<file path="src/rtl/ex_muldiv_seq_if.sv">
// rtl/ex_muldiv_seq_if.sv - EX-stage M-extension issue/result interface
interface ex_muldiv_seq_if;
  logic        valid_i;
  logic        flush_i;
  logic [2:0]  funct3_i;
  logic [31:0] op1_i;
  logic [31:0] op2_i;
  logic        stall_o;
  logic        busy_o;
  logic        done_o;
  logic [31:0] result_o;

  modport master (
    output valid_i, flush_i, funct3_i, op1_i, op2_i,
    input  stall_o, busy_o, done_o, result_o
  );

  modport slave (
    input  valid_i, flush_i, funct3_i, op1_i, op2_i,
    output stall_o, busy_o, done_o, result_o
  );
endinterface

</file>
<file path="src/rtl/ex_muldiv_seq.sv">
// rtl/ex_muldiv_seq.sv - multi-cycle RV32M sequencer holding the EX stage
module ex_muldiv_seq #(
  parameter int MUL_LAT = 2
) (
  input logic            clk_i,
  input logic            rst_ni,
  ex_muldiv_seq_if.slave bus
);

  typedef enum logic [1:0] {IDLE, MUL, DIV, DONE} state_t;

  state_t      state_q, state_d;
  logic [4:0]  cnt_q;
  logic [1:0]  f3_q;
  logic [31:0] a_q, b_q;
  logic [31:0] dvs_q, quo_q, rem_q;
  logic [31:0] result_q;

  logic        accept;
  logic        in_signed, in_zero, in_ovf, in_special;
  logic [31:0] special_res, abs1, abs2;
  logic [32:0] shifted;
  logic        ge;
  logic [31:0] rem_n, quo_n, div_res, mul_res;
  logic [63:0] a64, b64, prod;
  logic        q_neg, r_neg;

  // Accept is gated by reset so stall_o stays low while rst_ni is held low.
  assign accept = rst_ni && (state_q == IDLE) && bus.valid_i && !bus.flush_i;

  // Decode the incoming op: operand magnitudes and the divide corner cases.
  always_comb begin
    in_signed   = ~bus.funct3_i[0];
    in_zero     = (bus.op2_i == 32'h0);
    in_ovf      = in_signed && (bus.op1_i == 32'h8000_0000) && (bus.op2_i == 32'hFFFF_FFFF);
    in_special  = bus.funct3_i[2] && (in_zero || in_ovf);
    if (bus.funct3_i[1])
      special_res = in_zero ? bus.op1_i : 32'h0;
    else
      special_res = in_zero ? 32'hFFFF_FFFF : 32'h8000_0000;
    abs1 = (in_signed && bus.op1_i[31]) ? -bus.op1_i : bus.op1_i;
    abs2 = (in_signed && bus.op2_i[31]) ? -bus.op2_i : bus.op2_i;
  end

  // One restoring-division step plus sign fix-up of the final quotient/remainder.
  always_comb begin
    shifted = {rem_q, quo_q[31]};
    ge      = (shifted >= {1'b0, dvs_q});
    rem_n   = ge ? 32'(shifted - {1'b0, dvs_q}) : shifted[31:0];
    quo_n   = {quo_q[30:0], ge};
    q_neg   = ~f3_q[0] && (a_q[31] ^ b_q[31]);
    r_neg   = ~f3_q[0] && a_q[31];
    if (f3_q[1])
      div_res = r_neg ? -rem_n : rem_n;
    else
      div_res = q_neg ? -quo_n : quo_n;
  end

  // Product of operands extended per signedness; the low 64 bits are exact either way.
  always_comb begin
    a64     = {{32{(f3_q == 2'b01 || f3_q == 2'b10) && a_q[31]}}, a_q};
    b64     = {{32{(f3_q == 2'b01) && b_q[31]}}, b_q};
    prod    = a64 * b64;
    mul_res = (f3_q == 2'b00) ? prod[31:0] : prod[63:32];
  end

  // State register.
  always_ff @(posedge clk_i or negedge rst_ni) begin
    if (!rst_ni) state_q <= IDLE;
    else         state_q <= state_d;
  end

  // Next-state and handshake outputs.
  always_comb begin
    state_d     = state_q;
    bus.stall_o = 1'b0;
    bus.busy_o  = (state_q != IDLE);
    bus.done_o  = (state_q == DONE);
    case (state_q)
      IDLE: begin
        bus.stall_o = accept;
        if (accept) begin
          if (!bus.funct3_i[2]) state_d = MUL;
          else if (in_special)  state_d = DONE;
          else                  state_d = DIV;
        end
      end
      MUL: begin
        bus.stall_o = 1'b1;
        if (cnt_q == 5'd0) state_d = DONE;
      end
      DIV: begin
        bus.stall_o = 1'b1;
        if (cnt_q == 5'd0) state_d = DONE;
      end
      DONE: state_d = IDLE;
      default: state_d = IDLE;
    endcase
    if (bus.flush_i) state_d = IDLE;
  end

  // Operand latch, iteration counter, divider registers and result register.
  always_ff @(posedge clk_i or negedge rst_ni) begin
    if (!rst_ni) begin
      cnt_q    <= 5'd0;
      f3_q     <= 2'b00;
      a_q      <= 32'h0;
      b_q      <= 32'h0;
      dvs_q    <= 32'h0;
      quo_q    <= 32'h0;
      rem_q    <= 32'h0;
      result_q <= 32'h0;
    end else if (accept) begin
      f3_q  <= bus.funct3_i[1:0];
      a_q   <= bus.op1_i;
      b_q   <= bus.op2_i;
      dvs_q <= abs2;
      quo_q <= abs1;
      rem_q <= 32'h0;
      cnt_q <= bus.funct3_i[2] ? 5'd31 : 5'(MUL_LAT - 1);
      if (in_special) result_q <= special_res;
    end else if (!bus.flush_i) begin
      if (state_q == MUL) begin
        cnt_q <= cnt_q - 5'd1;
        if (cnt_q == 5'd0) result_q <= mul_res;
      end else if (state_q == DIV) begin
        cnt_q <= cnt_q - 5'd1;
        rem_q <= rem_n;
        quo_q <= quo_n;
        if (cnt_q == 5'd0) result_q <= div_res;
      end
    end
  end

  assign bus.result_o = result_q;

endmodule

</file>
<file path="src/flat_wrapper.sv">
// flat-port wrapper written by rule: the top's interface ports become plain ports
module ex_muldiv_seq_flat 
#(
  parameter int MUL_LAT = 2
)
  (clk_i, rst_ni, bus_valid_i, bus_flush_i, bus_funct3_i, bus_op1_i, bus_op2_i, bus_stall_o, bus_busy_o, bus_done_o, bus_result_o);
  ex_muldiv_seq_if bus_i ();
  input logic clk_i;
  input logic rst_ni;
  input wire logic [$bits(bus_i.valid_i)-1:0] bus_valid_i;
  input wire logic [$bits(bus_i.flush_i)-1:0] bus_flush_i;
  input wire logic [$bits(bus_i.funct3_i)-1:0] bus_funct3_i;
  input wire logic [$bits(bus_i.op1_i)-1:0] bus_op1_i;
  input wire logic [$bits(bus_i.op2_i)-1:0] bus_op2_i;
  output wire logic [$bits(bus_i.stall_o)-1:0] bus_stall_o;
  output wire logic [$bits(bus_i.busy_o)-1:0] bus_busy_o;
  output wire logic [$bits(bus_i.done_o)-1:0] bus_done_o;
  output wire logic [$bits(bus_i.result_o)-1:0] bus_result_o;
  assign bus_i.valid_i = bus_valid_i;
  assign bus_i.flush_i = bus_flush_i;
  assign bus_i.funct3_i = bus_funct3_i;
  assign bus_i.op1_i = bus_op1_i;
  assign bus_i.op2_i = bus_op2_i;
  assign bus_stall_o = bus_i.stall_o;
  assign bus_busy_o = bus_i.busy_o;
  assign bus_done_o = bus_i.done_o;
  assign bus_result_o = bus_i.result_o;
  ex_muldiv_seq #(.MUL_LAT(MUL_LAT)) u_core (.clk_i(clk_i), .rst_ni(rst_ni), .bus(bus_i));
endmodule
</file>
<file path="config.mk">
export PLATFORM = sky130hd
export DESIGN_NAME = ex_muldiv_seq_flat
export DESIGN_NICKNAME = d
export VERILOG_FILES = /design/src/rtl/ex_muldiv_seq_if.sv /design/src/rtl/ex_muldiv_seq.sv /design/src/flat_wrapper.sv
export SDC_FILE = /design/constraint.sdc
export NUM_CORES = 2
export LEC_CHECK = 0
export BUFFER_PORTS_ARGS = -buffer_cell sky130_fd_sc_hd__buf_2
export CAP_MARGIN = 25
export CORE_ASPECT_RATIO = 1.75
export CORE_MARGIN = 5
export CORE_UTILIZATION = 50
export CTS_BUF_LIST = sky130_fd_sc_hd__clkbuf_8
export CTS_CLUSTER_SIZE = 24
export DETAILED_ROUTE_END_ITERATION = 8
export PLACE_DENSITY = 0.73
export SLEW_MARGIN = 10
export SYNTH_ARGS = -nofsm -noshare
export SYNTH_HDL_FRONTEND = slang
export SYNTH_SLANG_ARGS = --single-unit
</file>
<file path="constraint.sdc">
create_clock -name clk_i -period 9 [get_ports clk_i]
set_input_delay 0 -clock clk_i [delete_from_list [all_inputs] [get_ports clk_i]]
set_output_delay 0 -clock clk_i [all_outputs]
set_load 0.1 [all_outputs]
</file>
==> summary.md <==
| Metric | Value |
|---|---|
| Status | finished, final reports clean |
| ANT nets after route | 0 |
| Die Area | 0.113 mm² |
| Avg Cell Area, Syn | 8.62 µm² |
| Width of the chip | 256 µm |
| Routability cong. | 0.995 |
| Synth top area cells | fa_1, dfrtp_1, inv_1, nand2_1, ha_1 |
| Worst reg2reg path depth | 30 |
| Skew final | 0.0312 ns |
| Startpoint types | flop |
| Vias in the first global route | 47.8k |
| Share of cells above drive strength 1 | 7.19% |
| Share of Yosys cell area claimed by the top area cell type | 42.4% |
| Initial core utilization | 50.2% |
| Worst setup EP type | flop |
| Mapped Cells | 6165 |
| GR Overflow Total | 0 |
| Worst Setup EP | u_core.bus.result_o[31]$_DFFE_PN0P_ |
| YS warnings | 0 |
| TNS Setup | 0 ns |
| Core Area | 0.106 mm² |
| FF-to-FF Start | u_core.f3_q[0]$_DFFE_PN0P_ |
| Worst path max stage delay | 0.66 ns |
| Reg-to-reg endpoint | u_core.bus.result_o[31]$_DFFE_PN0P_ |
| Total track usage | 29.5% |
| Area delta synth->final | 6.97% |
| Port Buffers | 105 |
| Register area share after synthesis | 9.42% |
| # DRC | 0 |
| Pre-antenna DRT Iters | 6 |
| Critical Path Start | u_core.f3_q[0]$_DFFE_PN0P_ |
| Num ports | 106 |
| Clock latency on the worst-skew pair | 0.54 ns |
| Setup violations, final | 0 |
| CTS Buffer Depth | 2 |
| CP max-delay cell | fa_2 |
| Avg WL per Cell | 21.8 µm |
| CTS tree | done |
| Final period util | 96.9% |
| Library cells used by synthesis | 115 |
| Most numerous cell in the Yosys netlist | inv_1 |
| Fin crit period | 8.72 ns |
| DRT Wirelength | 165 mm |
| Fraction of registers with async set/reset | 100% |
| Setup slack after layout | 0.275 ns |
| Syn_nets | 7620 |
| Final instance area | 0.0568 mm² |
| Row count | 158 |
| Wire length of the first global-routing pass | 261 mm |
| Main synth FF type | dfrtp_1 |
| Rel. slew slack | 20.8% |
| WP data arrival | 9.14 ns |
| Dpl hpwl | 139 mm |
| Largest net degree at the start of global routing | 98 |
| CP Class | flop to flop |
| HP Class | input pin to flop |
| Starting DRT DRC Count | 2701 |
| Total CTS buffers | 17 |
| Max-slew violations | 0 |
| Via count | 43.6k |
| Number of synthesized flops with an enable pin | 0 |
| Die Height | 441 µm |
| Placement Setup Slack | 0.126 ns |
| H-tree lvl count | 4 |
| R2R setup slack | 0.28 ns |
| Max FO, Critical Path | 17 |
| Maximum Capacitance Violations | 0 |
| Final #Nets | 7648 |
| Cell area after technology mapping | 0.0531 mm² |
| Synthesized flop and latch total | 200 |
| Clock slew at reported path FFs | 0.13 ns |
| Fmax | 115 MHz |
| Final Hold Fails | 0 |
| Root buffer cell | clkbuf_8 |
| Initial antenna violation count | 15 |
| Number of clock sinks | 200 |
| Tightest Pin Transition | 1.18 ns |
| Leading cell types by count after synthesis | inv_1, nand2_1, fa_1, clkbuf_1, and2_1 |
| Area leader, netlist | fa_1 |
| Via-to-Cell Ratio | 5.75 |
| WP data required | 9.42 ns |
| Most common cell on crit path | fa_1 |
| Placed cell area | 0.0555 mm² |
-- metal layers --
| metal | part of all wire, % | global-route usage, % | vias to the layer above |
|---|---|---|---|
| met5 | 0.027 | 0 | - |
| met4 | 10 | 23.5 | 8 |
| met3 | 5.5 | 3.80 | 807 |
| met1 | 32 | 30.2 | 22000 |
| met2 | 52 | 54.2 | 1919 |
| li1 | - | - | 18800 |
-- area by class of cell --
type / instances / area, µm²
Fill cell: 9547 / 48900
Inverter: 1260 / 4740
Tap cell: 1360 / 1700
Antenna cell: 11 / 27.5
Clock inverter: 14 / 120
Clock buffer: 17 / 234
Sequential cell: 200 / 5010
Multi-Input combinational cell: 4352 / 41900
Timing Repair Buffer: 362 / 3040
-- kinds of logic (layout without fill, tap and decap cells) --
logic type | Yosys count | count (layout) | synth area share, %
XOR/XNOR | 183 | 183 | 3.02
AND/OR/NAND/NOR | 1999 | 1999 | 17.3
AO/OA/AOI/OAI | 751 | 751 | 9.21
adder cells (fa/ha/maj) | 1384 | 1384 | 48.5
buffers and inverters | 1613 | 1653 | 11.8
other | 0 | 11 | 0
flip-flops | 200 | 200 | 9.42
multiplexers | 35 | 35 | 0.697
-- worst min path at each step --
stage / from / to / slack [ns] / depth (start not counted)
after CTS: bus_valid_i / u_core.b_q[27]$_DFFE_PN0P_ / 0.08 / 6
after detailed placement: rst_ni / u_core.b_q[30]$_DFFE_PN0P_ / 0.03 / 1
after floorplan: rst_ni / u_core.a_q[0]$_DFFE_PN0P_ / -0.30 / 0
final: bus_valid_i / u_core.b_q[27]$_DFFE_PN0P_ / 0.10 / 6
after global routing: bus_valid_i / u_core.b_q[27]$_DFFE_PN0P_ / 0.13 / 6
after global placement: rst_ni / u_core.b_q[30]$_DFFE_PN0P_ / 0.03 / 1
-- critical path, delay by kind of cell (launching register included) --
| family | cells | cell delay (ns) |
|---|---|---|
| AOI/OAI and AO/OA | 10 | 1.86 |
| xor gates and xnor gates | 1 | 0.14 |
| adders and majority gates | 10 | 4.92 |
| buffers and inverters | 7 | 0.80 |
| DFF | 1 | 0.41 |
| and+or+nand+nor | 2 | 0.48 |
-- state kept, by name (all words and copies together) (netlist names) --
| register | cells |
|---|---|
| u_core.a_q | 32 |
| u_core.b_q | 31 |
| u_core.f3_q | 2 |
| u_core.cnt_q | 5 |
| u_core.state_q | 2 |
| u_core.bus.result_o | 32 |
| u_core.quo_q | 32 |
| u_core.rem_q | 32 |
| u_core.dvs_q | 32 |
-- what timing repair did --
action                                 in CTS  in global routing
hold buffers                               71                  0
resized for setup                           0                 27
endpoints found under the hold margin     215                  0
buffers inserted                            0                  8
setup endpoints to repair                   0                 17
-- cells in the final DEF, fill, tap and decap left out, types with 10 or more instances in the layout --
master,Yosys,final
inv_1,1259,1257
nand2_1,1181,1179
fa_1,1126,1123
and2_1,284,284
ha_1,258,256
o21ai_0,212,212
a21oi_1,194,193
dfrtp_1,200,192
nor2_1,189,189
buf_4,4,156
xnor2_1,109,109
buf_2,10,104
xor2_1,74,73
dlygate4sd3_1,0,71
nor3_1,54,52
a21o_1,42,42
and3_1,40,40
nand3_1,40,40
nor2b_1,40,40
nand4_1,32,32
a211oi_1,27,27
o211ai_1,25,25
o31ai_1,27,25
nand2b_1,23,23
buf_12,0,23
mux2i_1,22,22
or3_1,21,20
nor4_1,20,20
a31oi_1,18,18
clkbuf_8,13,18
o21bai_1,17,17
o21a_1,16,16
or2_2,14,14
a21boi_0,13,13
o21ai_1,14,12
mux2_2,12,12
diode_2,0,11
o41ai_1,10,10
-- stage by stage --
stage,hold WS (ns),util (%),cells
detailed placement,0.0334,52.4,7451
global placement,0.0265,52.4,7449
CTS,0.0829,53.4,7553
floorplan,-0.296,-,6165
finish,0.105,53.7,7576
global route,0.129,53.7,7571
Power is left out: the tool's default activity adds up to more than one toggle a clock period on the data nets, which glitch-free logic cannot reach.
